==> src/rtl/apb_bridge_pkg.sv <==
// Shared types and constants for the AHB-to-APB bridge controller.
package apb_bridge_pkg;

   typedef enum logic [2:0] {
      ST_IDLE,
      ST_WWAIT,
      ST_READ,
      ST_WRITE,
      ST_WRITEP,
      ST_RENABLE,
      ST_WENABLE,
      ST_WENABLEP
   } state_t;

   localparam logic [1:0] HTRANS_IDLE   = 2'b00;
   localparam logic [1:0] HTRANS_BUSY   = 2'b01;
   localparam logic [1:0] HTRANS_NONSEQ = 2'b10;
   localparam logic [1:0] HTRANS_SEQ    = 2'b11;

   localparam logic [1:0] HRESP_OKAY = 2'b00;

   localparam int unsigned NUM_SLV_DEF   = 3;
   localparam logic [31:0] BASE_ADDR_DEF = 32'h8000_0000;
   localparam logic [31:0] SLV_SIZE_DEF  = 32'h0400_0000;

endpackage

==> src/rtl/ahb_slave_if.sv <==
// AHB-side front end: address/data pipeline registers, transfer qualification
// and one-hot slave decode for the current and the two delayed addresses.
module ahb_slave_if
   import apb_bridge_pkg::*;
#(
   parameter int unsigned       ADDR_W    = 32,
   parameter int unsigned       DATA_W    = 32,
   parameter int unsigned       NUM_SLV   = NUM_SLV_DEF,
   parameter logic [ADDR_W-1:0] BASE_ADDR = BASE_ADDR_DEF,
   parameter logic [ADDR_W-1:0] SLV_SIZE  = SLV_SIZE_DEF
) (
   input  logic               Hclk,
   input  logic               Hresetn,
   input  logic               Hwrite,
   input  logic [1:0]         Htrans,
   input  logic [ADDR_W-1:0]  Haddr,
   input  logic [DATA_W-1:0]  Hwdata,
   input  logic               Hreadyin,
   output logic               valid,
   output logic [ADDR_W-1:0]  Haddr1,
   output logic [ADDR_W-1:0]  Haddr2,
   output logic [DATA_W-1:0]  Hwdata1,
   output logic               Hwritereg,
   output logic [NUM_SLV-1:0] sel_now,
   output logic [NUM_SLV-1:0] sel_d1,
   output logic [NUM_SLV-1:0] sel_d2
);

   localparam logic [ADDR_W:0] BASE_W = {1'b0, BASE_ADDR};
   localparam logic [ADDR_W:0] SLV_W  = {1'b0, SLV_SIZE};

   // One extra bit makes addresses below the window wrap to a huge offset,
   // so a single range test per slave also rejects them.
   function automatic logic [NUM_SLV-1:0] decode(input logic [ADDR_W-1:0] addr);
      logic [ADDR_W:0] off;
      logic [ADDR_W:0] lo;
      decode = '0;
      off    = {1'b0, addr} - BASE_W;
      for (int unsigned i = 0; i < NUM_SLV; i++) begin
         lo = (ADDR_W+1)'(i) * SLV_W;
         if (off >= lo && off < lo + SLV_W)
            decode = decode | (NUM_SLV'(1) << i);
      end
   endfunction

   always_ff @(posedge Hclk or negedge Hresetn) begin
      if (!Hresetn) begin
         Haddr1    <= '0;
         Haddr2    <= '0;
         Hwdata1   <= '0;
         Hwritereg <= 1'b0;
      end else begin
         Haddr1    <= Haddr;
         Haddr2    <= Haddr1;
         Hwdata1   <= Hwdata;
         Hwritereg <= Hwrite;
      end
   end

   always_comb begin
      sel_now = decode(Haddr);
      sel_d1  = decode(Haddr1);
      sel_d2  = decode(Haddr2);
      valid   = Hreadyin && (Htrans == HTRANS_NONSEQ || Htrans == HTRANS_SEQ) && (|sel_now);
   end

endmodule

==> src/rtl/apb_bridge_ctrl.sv <==
// APB sequencer of the AHB2APB bridge: converts qualified AHB transfers into
// APB SETUP/ENABLE phases and stalls the AHB master while they complete.
module apb_bridge_ctrl
   import apb_bridge_pkg::*;
#(
   parameter int unsigned       ADDR_W    = 32,
   parameter int unsigned       DATA_W    = 32,
   parameter int unsigned       NUM_SLV   = NUM_SLV_DEF,
   parameter logic [ADDR_W-1:0] BASE_ADDR = BASE_ADDR_DEF,
   parameter logic [ADDR_W-1:0] SLV_SIZE  = SLV_SIZE_DEF
) (
   input  logic               Hclk,
   input  logic               Hresetn,
   input  logic               Hwrite,
   input  logic [1:0]         Htrans,
   input  logic [ADDR_W-1:0]  Haddr,
   input  logic [DATA_W-1:0]  Hwdata,
   input  logic               Hreadyin,
   output logic               Hreadyout,
   output logic [DATA_W-1:0]  Hrdata,
   output logic [1:0]         Hresp,
   input  logic [DATA_W-1:0]  Prdata,
   output logic [ADDR_W-1:0]  Paddr,
   output logic [DATA_W-1:0]  Pwdata,
   output logic               Pwrite,
   output logic [NUM_SLV-1:0] Pselx,
   output logic               Penable
);

   state_t               state;
   logic                 valid;
   logic                 Hwritereg;
   logic [ADDR_W-1:0]    Haddr1;
   logic [ADDR_W-1:0]    Haddr2;
   logic [DATA_W-1:0]    Hwdata1;
   logic [NUM_SLV-1:0]   sel_now;
   logic [NUM_SLV-1:0]   sel_d1;
   logic [NUM_SLV-1:0]   sel_d2;

   ahb_slave_if #(
      .ADDR_W   (ADDR_W),
      .DATA_W   (DATA_W),
      .NUM_SLV  (NUM_SLV),
      .BASE_ADDR(BASE_ADDR),
      .SLV_SIZE (SLV_SIZE)
   ) u_ahb_slave_if (
      .Hclk     (Hclk),
      .Hresetn  (Hresetn),
      .Hwrite   (Hwrite),
      .Htrans   (Htrans),
      .Haddr    (Haddr),
      .Hwdata   (Hwdata),
      .Hreadyin (Hreadyin),
      .valid    (valid),
      .Haddr1   (Haddr1),
      .Haddr2   (Haddr2),
      .Hwdata1  (Hwdata1),
      .Hwritereg(Hwritereg),
      .sel_now  (sel_now),
      .sel_d1   (sel_d1),
      .sel_d2   (sel_d2)
   );

   assign Hrdata = Prdata;
   assign Hresp  = HRESP_OKAY;

   always_ff @(posedge Hclk or negedge Hresetn) begin
      if (!Hresetn) begin
         state     <= ST_IDLE;
         Pselx     <= '0;
         Penable   <= 1'b0;
         Pwrite    <= 1'b0;
         Paddr     <= '0;
         Pwdata    <= '0;
         Hreadyout <= 1'b1;
      end else begin
         case (state)
            ST_IDLE, ST_RENABLE, ST_WENABLE: begin
               if (valid && Hwrite) begin
                  state     <= ST_WWAIT;
                  Pselx     <= '0;
                  Penable   <= 1'b0;
                  Hreadyout <= 1'b1;
               end else if (valid) begin
                  state     <= ST_READ;
                  Paddr     <= Haddr;
                  Pselx     <= sel_now;
                  Pwrite    <= 1'b0;
                  Penable   <= 1'b0;
                  Hreadyout <= 1'b0;
               end else begin
                  state     <= ST_IDLE;
                  Pselx     <= '0;
                  Penable   <= 1'b0;
                  Hreadyout <= 1'b1;
               end
            end
            // Write data arrives one cycle after its address, so the SETUP
            // phase uses the once-delayed address with the live data bus.
            ST_WWAIT: begin
               Paddr   <= Haddr1;
               Pwdata  <= Hwdata;
               Pselx   <= sel_d1;
               Pwrite  <= 1'b1;
               Penable <= 1'b0;
               if (valid) begin
                  state     <= ST_WRITEP;
                  Hreadyout <= 1'b0;
               end else begin
                  state     <= ST_WRITE;
                  Hreadyout <= 1'b1;
               end
            end
            ST_READ: begin
               state     <= ST_RENABLE;
               Penable   <= 1'b1;
               Hreadyout <= 1'b1;
            end
            ST_WRITE: begin
               Penable <= 1'b1;
               if (valid) begin
                  state     <= ST_WENABLEP;
                  Hreadyout <= 1'b0;
               end else begin
                  state     <= ST_WENABLE;
                  Hreadyout <= 1'b1;
               end
            end
            ST_WRITEP: begin
               state     <= ST_WENABLEP;
               Penable   <= 1'b1;
               Hreadyout <= 1'b0;
            end
            // The stalled follow-on write sits two stages back in the pipeline.
            ST_WENABLEP: begin
               Penable <= 1'b0;
               if (Hwritereg) begin
                  Paddr  <= Haddr2;
                  Pwdata <= Hwdata1;
                  Pselx  <= sel_d2;
                  Pwrite <= 1'b1;
                  if (valid) begin
                     state     <= ST_WRITEP;
                     Hreadyout <= 1'b0;
                  end else begin
                     state     <= ST_WRITE;
                     Hreadyout <= 1'b1;
                  end
               end else begin
                  state     <= ST_READ;
                  Paddr     <= Haddr;
                  Pselx     <= sel_now;
                  Pwrite    <= 1'b0;
                  Hreadyout <= 1'b0;
               end
            end
            default: begin
               state     <= ST_IDLE;
               Pselx     <= '0;
               Penable   <= 1'b0;
               Hreadyout <= 1'b1;
            end
         endcase
      end
   end

endmodule

==> config.mk <==
export PLATFORM = sky130hd
export DESIGN_NAME = apb_bridge_ctrl
export DESIGN_NICKNAME = d
export VERILOG_FILES = /design/src/rtl/apb_bridge_pkg.sv /design/src/rtl/ahb_slave_if.sv /design/src/rtl/apb_bridge_ctrl.sv
export SDC_FILE = /design/constraint.sdc
export NUM_CORES = 1
export LEC_CHECK = 0
export CORE_ASPECT_RATIO = 1.5
export CORE_MARGIN = 8
export CORE_UTILIZATION = 40
export DETAILED_ROUTE_END_ITERATION = 10
export PLACE_DENSITY = 0.69
export SLEW_MARGIN = 20
export SYNTH_ARGS = -nofsm -noshare
export SYNTH_HDL_FRONTEND = slang
export SYNTH_SLANG_ARGS = --single-unit
==> constraint.sdc <==
create_clock -name Hclk -period 1.7 [get_ports Hclk]
set_clock_uncertainty 0.05 [all_clocks]
set_input_delay 0.255 -clock Hclk [delete_from_list [all_inputs] [get_ports Hclk]]
set_output_delay 0.255 -clock Hclk [all_outputs]
set_load 0.005 [all_outputs]
# --- After elaboration in Yosys (flattened, before gate mapping) ---
# Cells that the tools add are included.
word_totals:
  ff_bits: 170
  out_inout_bits: 104
  word_cells: 101
classes:
  addsub: 3
  magnitude_cmp: 18
  n_eq_ne: 12
  mux: 34
  n_reduce_logical: 23
ops:
  columns: ["op", "n"]
  rows:
  - ["less-than comparator 33 x 28 -> 1 bit, second input constant", 6]
  - ["2-to-1 mux 32 bit", 4]
  - [">= comparator 33 x 1 -> 1 bit, second input constant", 3]
  - [">= comparator 33 x 27 -> 1 bit, second input constant", 3]
  - [">= comparator 33 x 28 -> 1 bit, second input constant", 3]
  - ["less-than comparator 33 x 27 -> 1 bit, second input constant", 3]
  - ["subtractor 32 x 32 -> 33 bit, second input constant", 3]
  - ["case mux 32 bit (3 select lines)", 1]
  - ["case mux 32 bit (2 select lines)", 1]
  - ["2-to-1 mux 3 bit", 8]
  - ["case mux 3 bit (6 select lines)", 1]
  - ["== test 3 bit, second input constant", 4]
  - ["logical AND 1 bit", 12]
  - ["2-to-1 mux 1 bit", 10]
  - ["2-to-1 mux 2 bit", 5]
  - ["case mux 3 bit (3 select lines)", 1]
  - ["OR reduction 3 bit", 3]
  - ["== test 3 x 2 -> 1 bit, second input constant", 2]
  - ["case mux 1 bit (5 select lines)", 1]
  - ["OR reduction 5 bit", 1]
  - ["== test 2 bit, second input constant", 2]
  - ["!= test 2 bit, second input constant", 2]
  - ["== test 3 x 1 -> 1 bit, second input constant", 1]
  - ["logical NOT 3 bit", 1]
  - ["9 further kinds", 9]

# --- Longest topological paths before layout ---
# Gate-level depths: netlist of run 1.
logic_depth:
  word_depth: 11
  ltp_mapped: 8
  ltp_nobuf: 5

# --- Modules after synthesis ---
# A second synthesis of run 1 with hierarchy kept.
hier_totals:
  hier_cells: 496
  hier_area_um2: 6870.3
modules_own_cells:
  columns: ["mod", "n_inst", "cells_per_inst", "area_each_um2", "seq_area_each_um2"]
  rows:
  - ["apb_bridge_ctrl", 1, 385, 4315.4, 1828.0]
  - ["ahb_slave_if", 1, 111, 2555.0, 2427.3]

# --- Least setup slack after synthesis of run 1 ---
# No wires, ideal clock.
synth_timing:
  path_kind: "input -> register"
  from: "in Haddr[29]"
  to: "reg Paddr[23]"
  arrival_time_ps: 1543
  setup_slack_ps: -18
  cell_stages: 7
  cell_sequence: "nor3_4 nand4_4 nor3_1 o211a_1 buf_6 buf_12 mux2_2"
synth_via:
  elab_chain_len: 11
synth_rtl:
  columns: ["item", "line_no", "text"]
  rows:
  - ["start: declaration", "apb_bridge_ctrl.sv:16", "input logic [ADDR_W-1:0] Haddr,"]
  - ["subtractor 32 x 32 -> 33 bit (*)", "ahb_slave_if.sv:38", "off = {1'b0, addr} - BASE_W;"]
  - [">= comparator 33 x 1 -> 1 bit or less-than comparator 33 x 27 -> 1 bit (tied branches)", "ahb_slave_if.sv:41", "if (off >= lo && off < lo + SLV_W)"]
  - ["logical AND 1 bit", "ahb_slave_if.sv:41", null]
  - ["2-to-1 mux 1 bit", "ahb_slave_if.sv:41", null]
  - ["2-to-1 mux 2 bit", "ahb_slave_if.sv:41", null]
  - ["2-to-1 mux 3 bit (*)", "ahb_slave_if.sv:41", null]
  - ["OR reduction 3 bit (*)", "ahb_slave_if.sv:64", "valid = Hreadyin && (Htrans == HTRANS_NONSEQ || Htrans == HTRANS_SEQ) && (|sel_now);"]
  - ["logical AND 1 bit (*)", "ahb_slave_if.sv:64", null]
  - ["logical AND 1 bit", "apb_bridge_ctrl.sv:79", "if (valid && Hwrite) begin"]
  - ["!= test 2 bit (no line)", null, null]
  - ["AND reduction 3 bit (no line) (*)", null, null]
  - ["end signal: assignment", "apb_bridge_ctrl.sv:86", "Paddr <= Haddr;"]
  - ["end signal: assignment", "apb_bridge_ctrl.sv:101", "Paddr <= Haddr1;"]
  - ["end signal: assignment", "apb_bridge_ctrl.sv:138", "Paddr <= Haddr2;"]
  - ["end: declaration", "apb_bridge_ctrl.sv:23", "output logic [ADDR_W-1:0] Paddr,"]
# Mark *: on every way between the ends. The rest lies on a longest branch, timed or not.
# A chain may end at the register's enable or synchronous reset.

# --- Worst setup path after layout of run 1 ---
layout_timing:
  from: "reg state[2]"
  to: "reg Paddr[11]"
layout_via:
  elab_chain_len: 4
layout_rtl:
  columns: ["item", "line_no", "text"]
  rows:
  - ["start: declaration", "apb_bridge_ctrl.sv:30", "state_t state;"]
  - ["start signal: assignment", "apb_bridge_ctrl.sv:69", "state <= ST_IDLE;"]
  - ["start signal: assignment", "apb_bridge_ctrl.sv:80", "state <= ST_WWAIT;"]
  - ["start signal: assignment", "apb_bridge_ctrl.sv:85", "state <= ST_READ;"]
  - ["== test 3 bit or logical NOT 3 bit (tied branches)", "apb_bridge_ctrl.sv:77", "case (state)"]
  - ["OR reduction 3 bit", "apb_bridge_ctrl.sv:77", null]
  - ["!= test 2 bit (no line) or nonzero test 3 bit (tied branches)", null, null]
  - ["AND reduction 3 bit (no line)", null, null]
# Several ways; a longest one is shown, not always the timed one.

==> impl_metrics.csv, run 1 <==
group,metric,value,unit
sta,setup-tns-final,-0.712,ns
cells_and_area,syn2layout_area_growth,38.7,%
yosys,avgSynthCellArea,12.6,µm²
floorplanning,die_area,20900,µm²
clock_tree,cts_buffers,17,
sta,finalCritPeriodShare,103,%
detailed_routing,dr_wl_met2,8.73,mm
cells_and_area,drive_gt1_share,19.5,%
clock_tree,root_buffer,"clkbuf_16",
placement,numPortBuffers,138,
detailed_routing,drt_first_iter_violations,295,
global_route,track_usage,16.1,%
clock_tree,numClockSinks,170,
clock_tree,path_clk_slew,0.07,ns
run_status,status,"finished, violations left",
detailed_routing,drcViolationCount,0,
setup_path,ff2ff_path_depth,7,
global_route,grt_max_degree,48,
sta,finalHoldViolations,0,
power_and_ir_drop,p_total,16.2,mW
hold_path,hp-class,"in2reg",
placement,dp_hpwl,11.4,mm
hold_path,hold_path_depth,2,
detailed_routing,wl_per_cell,18.5,µm
cells_and_area,nFillCells,1371,
yosys,ys_ff_latch,170,
setup_path,worstPathRequired,1.95,ns
setup_path,start_kind,"flip-flop",
global_route,overflow,0,
power_and_ir_drop,peakVddDrop,0.00106,V
clock_tree,clockBufferDepth,2,
job,drv_cap,0,
yosys,ys_warn_count,0,
clock_tree,clock_latency,0.41,ns
detailed_routing,dr.pass1.iters,4,
power_and_ir_drop,p_sw_share,29.6,%
cells_and_area,fin_area,9140,µm²
setup_path,rrSetupSlack,-0.05,ns
detailed_routing,num_vias,4518,
global_route,grt_pass1_vias,5120,
floorplanning,rows,57,
setup_path,cp.arrival,2.01,ns
cells_and_area,final_util,56.4,%
detailed_routing,top_layer,"met4",
sta,rsz0062_at_grt,"true",
yosys,synth_cells,525,
detailed_routing,via_per_inst,5.06,
power_and_ir_drop,p_leak,4.24,nW
yosys,synth.distinct_cells,45,
floorplanning,core-area,16200,µm²
yosys,synthesis.area,6590,µm²
global_route,grt_pass1_wl,26.8,mm
yosys,seq_area_frac_synth,64.6,%
sta,min_period,1.75,ns
setup_path,crit_type,"reg2reg",
sta,max_clock_freq,0.570,GHz
sta,hold_ws,0.163,ns
cells_and_area,fin_nets,776,
power_and_ir_drop,p_int,11.4,mW
yosys,synthFlopType,"dfrtp_1",
sta,slew_viol_final,0,
setup_path,rr_endpoint,"Paddr[11]$_DFFE_PN0P_",
clock_tree,cts_tree,"yes",
floorplanning,initial_core_util,40.7,%
detailed_routing,wirelength,16.5,mm
sta,setup_viol,27,
run_status,violations,"negative setup slack",
setup_path,path_max_fanout,7,
cells_and_area,n_antenna_cell,0,
sta,worst_slack,-0.0544,ns
floorplanning,dieHeight,173,µm
setup_path,endpoint_kind,"flip-flop",
detailed_routing,final_antenna_net_count,0,
floorplanning,io_pins,206,
yosys,async_flop_share,100,%
power_and_ir_drop,pwr-share-comb,38.4,%
floorplanning,die_x,121,µm
hold_path,worstHoldEndpoint,"u_ahb_slave_if.Haddr1[31]$_DFF_PN0_",
detailed_routing,routed-wl-met3,1.24,mm
placement,dpl_cell_area,8200,µm²
detailed_routing,wl_met1,6.12,mm
clock_tree,h-tree-depth,4,
setup_path,r2r-start,"state[2]$_DFF_PN0_",
power_and_ir_drop,switching_power,4.80,mW
global_route,antenna_found_initial,0,
power_and_ir_drop,clkPwrFrac,26.5,%
power_and_ir_drop,seq_power_share,35.0,%
yosys,synth_edf_count,0,
hold_path,min-delay-start,"Haddr[31]",
power_and_ir_drop,cellPowerDensity,1770,nW/µm²
placement,gp_congestion,0.778,
-- kinds of logic after synthesis --
kind of cell	after synthesis	synth area share [%]
compound gates	88	8.62
buf+inv	68	6.97
simple gates	134	9.38
mux	64	10.4
flops	170	64.6
other cells	1	0.0569
-- cell usage in the layout, fill, tap and decap left out, types with 5 or more instances in the layout --
cell               n
dfrtp_1          167
clkdlybuf4s50_1  131
nand2_1          103
o21ai_0           36
buf_4             36
mux2i_1           32
a22oi_1           30
mux2_2            21
clkbuf_16         19
mux2_4            11
buf_12             7
inv_1              5
nor2_1             5
bufinv_16          5
dlygate4sd2_1      5
buf_6              5
-- layout make-up --
class / instances / area, µm² / share of cell area, %
Sequential cell: 170 / 4260 / 46.6
Timing Repair Buffer: 191 / 1960 / 21.5
Multi-Input combinational cell: 288 / 1970 / 21.6
Clock buffer: 20 / 457 / 5.00
Inverter: 6 / 22.5 / 0.246
Tap cell: 206 / 258 / 2.82
Clock inverter: 12 / 209 / 2.29
-- sequential cells by signal, indices dropped and copies added, names as in the netlist, 3 cells and up --
name                    count
Paddr                      32
Pselx                       3
Pwdata                     32
state                       3
u_ahb_slave_if.Haddr1      32
u_ahb_slave_if.Haddr2      32
u_ahb_slave_if.Hwdata1     32
-- through the flow --
step	cells	setup WS (ns)
global route	893	-0.0807
CTS	890	-0.0489
detailed placement	850	-0.642
floorplan	526	0.0120
finish	893	-0.0544
global placement	850	-0.605
-- how the worst max path moves through the flow --
| stage | from | to | slack (ns) |
|---|---|---|---|
| final | state[2]$_DFF_PN0_ | Paddr[11]$_DFFE_PN0P_ | -0.05 |
| after global routing | state[2]$_DFF_PN0_ | Paddr[27]$_DFFE_PN0P_ | -0.08 |
| after CTS | state[2]$_DFF_PN0_ | Paddr[11]$_DFFE_PN0P_ | -0.05 |
| after detailed placement | Haddr[28] | Paddr[11]$_DFFE_PN0P_ | -0.64 |
| after global placement | Haddr[28] | Paddr[14]$_DFFE_PN0P_ | -0.61 |
| after floorplan | Haddr[30] | Paddr[23]$_DFFE_PN0P_ | 0.01 |
-- synth_stat cells, types with 3 or more instances --
cell	number	area share, %
nand2_1	105	6.0
buf_2	10	0.76
o21ai_0	37	2.8
clkbuf_1	11	0.63
o311ai_0	3	0.40
nand3_1	3	0.23
a22oi_1	31	3.5
mux2_2	31	5.3
buf_4	34	3.9
a31oi_1	3	0.28
nor2_1	6	0.34
dfrtp_1	169	64
mux2i_1	32	4.9
nor4_1	3	0.28
inv_1	6	0.34
buf_12	3	0.91
a21oi_1	3	0.23
-- routing by layer --
metal	track usage, %	vias up
li1	-	2070
met1	16.8	2282
met2	27.9	125
met3	6.85	41
met4	6.06	0
met5	0	-
-- power by group through the flow --
| stage | clock [mW] | sequential [mW] | combinational [mW] |
|---|---|---|---|
| 2_1_floorplan | 0 | 5.67 | 2.75 |
| 3_3_place_gp | 0 | 5.69 | 5.38 |
| 3_5_place_dp | 0 | 5.72 | 5.58 |
| 4_1_cts | 4.40 | 5.67 | 5.98 |
| 5_1_grt | 4.60 | 5.79 | 6.78 |
| 6_report | 4.30 | 5.67 | 6.23 |
-- worst max-delay path, cell delays in order, from the launching register on --
cell and delay, ns:
dfrtp_2 0.44, inv_2 0.08, nor2_4 0.14, nor3_4 0.05, o211a_4 0.28, buf_6 0.14, clkbuf_16 0.16, mux2_4 0.30
-- timing repair --
| item | in CTS | in global routing |
|---|---|---|
| setup buffers | 5 | 2 |
| setup endpoints to repair | 47 | 54 |
| hold buffers | 1 | 0 |
| pin swaps | 5 | 7 |
| hold endpoints to repair | 40 | 0 |
| gates cloned | 2 | 2 |
| gates resized for setup | 17 | 22 |
(Power assumes the default switching activity.)
==> run 2, diff against run 1 <==
--- a/config.mk
+++ b/config.mk
@@ -5,7 +5,6 @@
 export SDC_FILE = /design/constraint.sdc
 export NUM_CORES = 1
 export LEC_CHECK = 0
-export CORE_ASPECT_RATIO = 1.5
 export CORE_MARGIN = 8
 export CORE_UTILIZATION = 40
 export DETAILED_ROUTE_END_ITERATION = 10
==> impl_metrics.csv, run 2 (synthesis results as in run 1) <==
group,metric,value,unit
detailed_routing,final_antenna_net_count,0,
sta,setup_viol,30,
sta,slew_viol_final,0,
floorplanning,core-area,16300,µm²
detailed_routing,top_layer,"met4",
floorplanning,dieHeight,144,µm
clock_tree,cts_tree,"yes",
setup_path,cpPeakStageDelay,0.42,ns
job,drv_cap,0,
detailed_routing,wl_met1,7.11,mm
global_route,track_usage,16.1,%
sta,hold_ws,0.0542,ns
run_status,status,"finished, violations left",
global_route,grt_pass1_wl,25.7,mm
placement,gp_congestion,0.840,
clock_tree,numClockSinks,170,
clock_tree,root_buffer,"clkbuf_16",
setup_path,endpoint_kind,"flip-flop",
setup_path,critPathSlowestCell,"clkdlybuf4s50_1",
setup_path,cp.arrival,2.02,ns
sta,min_period,1.76,ns
detailed_routing,routed-wl-met3,1.37,mm
floorplanning,die_x,144,µm
sta,worst_slack,-0.0609,ns
global_route,grt_max_degree,46,
floorplanning,initial_core_util,40.3,%
detailed_routing,drt_first_iter_violations,262,
cells_and_area,drive_gt1_share,19.9,%
detailed_routing,wirelength,16.7,mm
setup_path,worstPathRequired,1.95,ns
global_route,grt_pass1_vias,4840,
setup_path,start_kind,"input pin",
sta,finalHoldViolations,0,
power_and_ir_drop,p_leak,4.31,nW
detailed_routing,dr.pass1.iters,4,
run_status,violations,"negative setup slack",
power_and_ir_drop,peakVddDrop,0.00121,V
detailed_routing,dr_wl_met2,8.04,mm
floorplanning,rows,47,
sta,finalCritPeriodShare,104,%
placement,dp_hpwl,11.1,mm
placement,place_inst,860,
floorplanning,io_pins,206,
global_route,overflow,0,
global_route,antenna_found_initial,0,
clock_tree,clockBufferDepth,2,
power_and_ir_drop,cellPowerDensity,1750,nW/µm²
cells_and_area,syn2layout_area_growth,40.0,%
clock_tree,h-tree-depth,4,
setup_path,path_cells,"clkdlybuf4s50_1 -> nand2_1 -> nand4_4 -> nor3_4 -> o211a_4 -> clkbuf_16 -> mux2_2",
detailed_routing,wl_per_cell,18.4,µm
floorplanning,die_area,20800,µm²
clock_tree,cts_buffers,17,
cells_and_area,n_antenna_cell,0,
sta,rsz0062_at_grt,"true",
cells_and_area,fin_nets,779,
cells_and_area,layout_commonest_cell,"dfrtp_1",
detailed_routing,num_vias,4527,
placement,numPortBuffers,138,
cells_and_area,final_util,56.4,%
detailed_routing,drcViolationCount,0,
setup_path,path_max_fanout,8,
hold_path,hp-class,"in2reg",
clock_tree,clock_latency,0.43,ns
clock_tree,path_clk_slew,0.07,ns
cells_and_area,mostFrequentLayoutCells,"dfrtp_1 (168), clkdlybuf4s50_1 (128), nand2_1 (105), o21ai_0 (36), buf_4 (33)",
sta,max_clock_freq,0.568,GHz
detailed_routing,via_per_inst,4.97,
cells_and_area,nFillCells,1318,
setup_path,crit_type,"in2reg",
cells_and_area,fin_cells,910,
-- run 2: changes by cell type in the layout (fill, tap and decap cells not counted), sizes merged --
| cell | change |
|---|---|
| clkbuf | +1 |
| bufbuf | +1 |
| clkdlybuf4s50 | -3 |
| bufinv | -3 |
| clkinvlp | +1 |
| inv | +3 |
| dlymetal6s2s | +4 |
| dlygate4sd2 | -1 |
-- run 2: timing repair --
action / in CTS / in global routing
hold buffers: 1 / 0
setup buffers: 9 / 3
pin swaps: 7 / 5
gates resized for setup: 17 / 23
hold endpoints to repair: 35 / 0
setup endpoints to repair: 42 / 72
cloned: 2 / 4
-- run 2: per-stage QoR --
step	total power, mW	worst slack, ns	setup TNS (ns)	area [µm²]
global route	17.0	-0.118	-5.04	9220
detailed placement	11.4	-0.703	-23.67	8230
CTS	15.8	-0.0571	-0.701	9010
floorplan	8.42	0.0120	0	6600
finish	16.1	-0.0609	-0.823	9220
global placement	11.2	-0.587	-19.91	8230
-- run 2: area by class of cell --
| class | instances | area (µm²) | area share, % |
|---|---|---|---|
| Inverter | 6 | 22.5 | 0.244 |
| Multi-Input combinational cell | 288 | 1970 | 21.4 |
| Sequential cell | 170 | 4260 | 46.2 |
| Timing Repair Buffer | 194 | 2080 | 22.6 |
| Tap cell | 220 | 275 | 2.99 |
| Clock inverter | 13 | 158 | 1.71 |
| Clock buffer | 19 | 453 | 4.91 |
-- run 2: final timing paths --
| path | slack, ns | start | cells past startpoint | endpoint |
|---|---|---|---|---|
| min in group asynchronous | 0.26 | Hresetn | 2 | Pwdata[9]$_DFFE_PN0P_ |
| min reg2reg | 0.32 | u_ahb_slave_if.Haddr1[12]$_DFF_PN0_ | 0 | u_ahb_slave_if.Haddr2[12]$_DFF_PN0_ |
| max reg2reg | -0.05 | state[2]$_DFF_PN0_ | 8 | Paddr[22]$_DFFE_PN0P_ |
| max | -0.06 | Haddr[27] | 7 | Paddr[22]$_DFFE_PN0P_ |
| min | 0.05 | Haddr[31] | 2 | u_ahb_slave_if.Haddr1[31]$_DFF_PN0_ |
| max in group asynchronous | 0.74 | Hresetn | 3 | Hreadyout$_DFF_PN1_ |
-- run 2: power by group --
part	leakage, nW	internal (mW)	switching, mW
combinational	2.01	3.85	2.61
clock	0.291	2.29	1.67
sequential	2.02	5.07	0.616
-- run 2: layer usage --
layer,GRT usage (%),vias up
met5,0,-
met4,5.48,0
met3,7.03,21
met2,25.7,161
met1,19.2,2257
li1,-,2088
-- run 2: worst max-delay path, delay by kind of cell --
family	cells	cell delay [ns]
AO/OA/AOI/OAI	1	0.30
multiplexers	1	0.34
buffers and inverters	2	0.61
AND/OR/NAND/NOR	3	0.50
==> run 3, diff against run 2 <==
--- a/config.mk
+++ b/config.mk
@@ -8,7 +8,7 @@
 export CORE_MARGIN = 8
 export CORE_UTILIZATION = 40
 export DETAILED_ROUTE_END_ITERATION = 10
-export PLACE_DENSITY = 0.69
+export PLACE_DENSITY = 0.73
 export SLEW_MARGIN = 20
 export SYNTH_ARGS = -nofsm -noshare
 export SYNTH_HDL_FRONTEND = slang
==> impl_metrics.csv, run 3 (synthesis results as in run 1) <==
group,metric,value,unit
clock_tree,path_clk_slew,0.07,ns
placement,gp_congestion,0.784,
clock_tree,clock_latency,0.43,ns
floorplanning,io_pins,206,
floorplanning,core-area,16300,µm²
setup_path,cpPeakStageDelay,0.45,ns
floorplanning,die_x,144,µm
setup_path,worstSetupEndpoint,"Paddr[28]$_DFFE_PN0P_",
detailed_routing,drt_first_iter_violations,271,
setup_path,rrSetupSlack,-0.1,ns
setup_path,path_cells,"nor2_2 -> nor3_4 -> o211a_4 -> buf_12 -> buf_16 -> mux2_4",
run_status,violations,"negative setup slack",
sta,worst_slack,-0.0985,ns
clock_tree,numClockSinks,170,
cells_and_area,syn2layout_area_growth,42.0,%
sta,finalHoldViolations,0,
detailed_routing,drcViolationCount,0,
job,drv_cap,0,
sta,slew_viol_final,0,
cells_and_area,drive_gt1_share,23.6,%
placement,numPortBuffers,138,
power_and_ir_drop,p_total,16.8,mW
floorplanning,die_area,20800,µm²
sta,min_period,1.80,ns
setup_path,cp-startpoint,"state[1]$_DFF_PN0_",
detailed_routing,num_vias,4616,
power_and_ir_drop,cellPowerDensity,1800,nW/µm²
placement,dpl_cell_area,8180,µm²
detailed_routing,dr.pass1.iters,4,
cells_and_area,fin_cells,910,
cells_and_area,fin_area,9360,µm²
sta,finalCritPeriodShare,106,%
run_status,status,"finished, violations left",
power_and_ir_drop,p_leak,4.34,nW
placement,place_inst,854,
cells_and_area,nFillCells,1371,
power_and_ir_drop,peakVddDrop,0.000921,V
global_route,antenna_found_initial,0,
sta,hold_ws,0.0444,ns
setup_path,endpoint_kind,"flip-flop",
detailed_routing,final_antenna_net_count,0,
sta,setup_viol,57,
cells_and_area,mostFrequentLayoutCells,"dfrtp_1 (167), clkdlybuf4s50_1 (128), nand2_1 (89), mux2i_1 (32)",
cells_and_area,n_antenna_cell,0,
setup_path,r2r-start,"state[1]$_DFF_PN0_",
detailed_routing,via_per_inst,5.07,
global_route,track_usage,16.5,%
detailed_routing,wl_per_cell,19.3,µm
clock_tree,cts_buffers,17,
global_route,grt_max_degree,50,
cells_and_area,fin_nets,779,
setup_path,crit_type,"reg2reg",
floorplanning,dieHeight,144,µm
cells_and_area,seq_area,4260,µm²
sta,rsz0062_at_grt,"true",
setup_path,cp.arrival,2.05,ns
cells_and_area,layout_commonest_cell,"dfrtp_1",
setup_path,path_max_fanout,16,
clock_tree,h-tree-depth,4,
setup_path,rr_endpoint,"Paddr[28]$_DFFE_PN0P_",
hold_path,hp-class,"in2reg",
setup_path,critPathSlowestCell,"dfrtp_2",
setup_path,start_kind,"flip-flop",
cells_and_area,final_util,57.2,%
detailed_routing,wirelength,17.6,mm
sta,setup-tns-final,-2.85,ns
clock_tree,clockBufferDepth,2,
clock_tree,cts_tree,"yes",
setup_path,worstPathRequired,1.95,ns
cells_and_area,multiInputGateArea,2020,µm²
floorplanning,rows,47,
placement,pre_cts_ws,-0.663,ns
placement,dp_hpwl,11.1,mm
setup_path,ff2ff_path_depth,6,
floorplanning,initial_core_util,40.3,%
global_route,grt_pass1_wl,26.3,mm
sta,max_clock_freq,0.556,GHz
global_route,overflow,0,
global_route,grt_pass1_vias,4928,
clock_tree,root_buffer,"clkbuf_16",
[run 3: how the worst min path moves through the flow]
stage               startpoint                                   to  slack, ns  cells past startpoint
floorplan              Hresetn                 Paddr[0]$_DFFE_PN0P_      -0.09                      0
global placement       Hresetn                Pwdata[2]$_DFFE_PN0P_       0.17                      1
detailed placement     Hresetn               Pwdata[29]$_DFFE_PN0P_       0.18                      1
CTS                  Haddr[29]  u_ahb_slave_if.Haddr1[29]$_DFF_PN0_        0.1                      1
global route         Haddr[31]  u_ahb_slave_if.Haddr1[31]$_DFF_PN0_       0.04                      2
finish               Haddr[31]  u_ahb_slave_if.Haddr1[31]$_DFF_PN0_       0.04                      2
[run 3: report_power, final]
| part | leakage (nW) | internal (mW) | switching, mW |
|---|---|---|---|
| combinational | 2.04 | 4.20 | 2.90 |
| clock | 0.291 | 2.37 | 1.63 |
| sequential | 2.01 | 5.07 | 0.671 |
[run 3: timing repair]
item | in CTS | in global routing
gates cloned | 2 | 9
setup endpoints to repair | 58 | 57
pin swaps | 6 | 7
hold buffers | 1 | 0
hold endpoints to repair | 44 | 0
gates resized for setup | 16 | 85
setup buffers | 7 | 5
[run 3: critical path: cells and delay by family, from the launching register on]
| kind | cells | cell delay, ns |
|---|---|---|
| flip-flops | 1 | 0.45 |
| multiplexers | 1 | 0.30 |
| AO/OA/AOI/OAI | 1 | 0.25 |
| AND/OR/NAND/NOR | 2 | 0.33 |
| buffers and inverters | 2 | 0.30 |
[run 3: final cells by class]
| type | instances | area share, % |
|---|---|---|
| Sequential cell | 170 | 45.5 |
| Tap cell | 220 | 2.94 |
| Multi-Input combinational cell | 288 | 21.6 |
| Clock buffer | 19 | 4.73 |
| Inverter | 6 | 0.241 |
| Clock inverter | 13 | 1.78 |
| Timing Repair Buffer | 194 | 23.2 |
[run 3: metal layers]
| metal | part of all wire, % | up-vias | GRT usage, % |
|---|---|---|---|
| li1 | - | 2096 | - |
| met2 | 50 | 168 | 27.3 |
| met1 | 41 | 2311 | 19.1 |
| met4 | 1.8 | 0 | 4.76 |
| met5 | 0 | - | 0 |
| met3 | 7.9 | 41 | 7.00 |
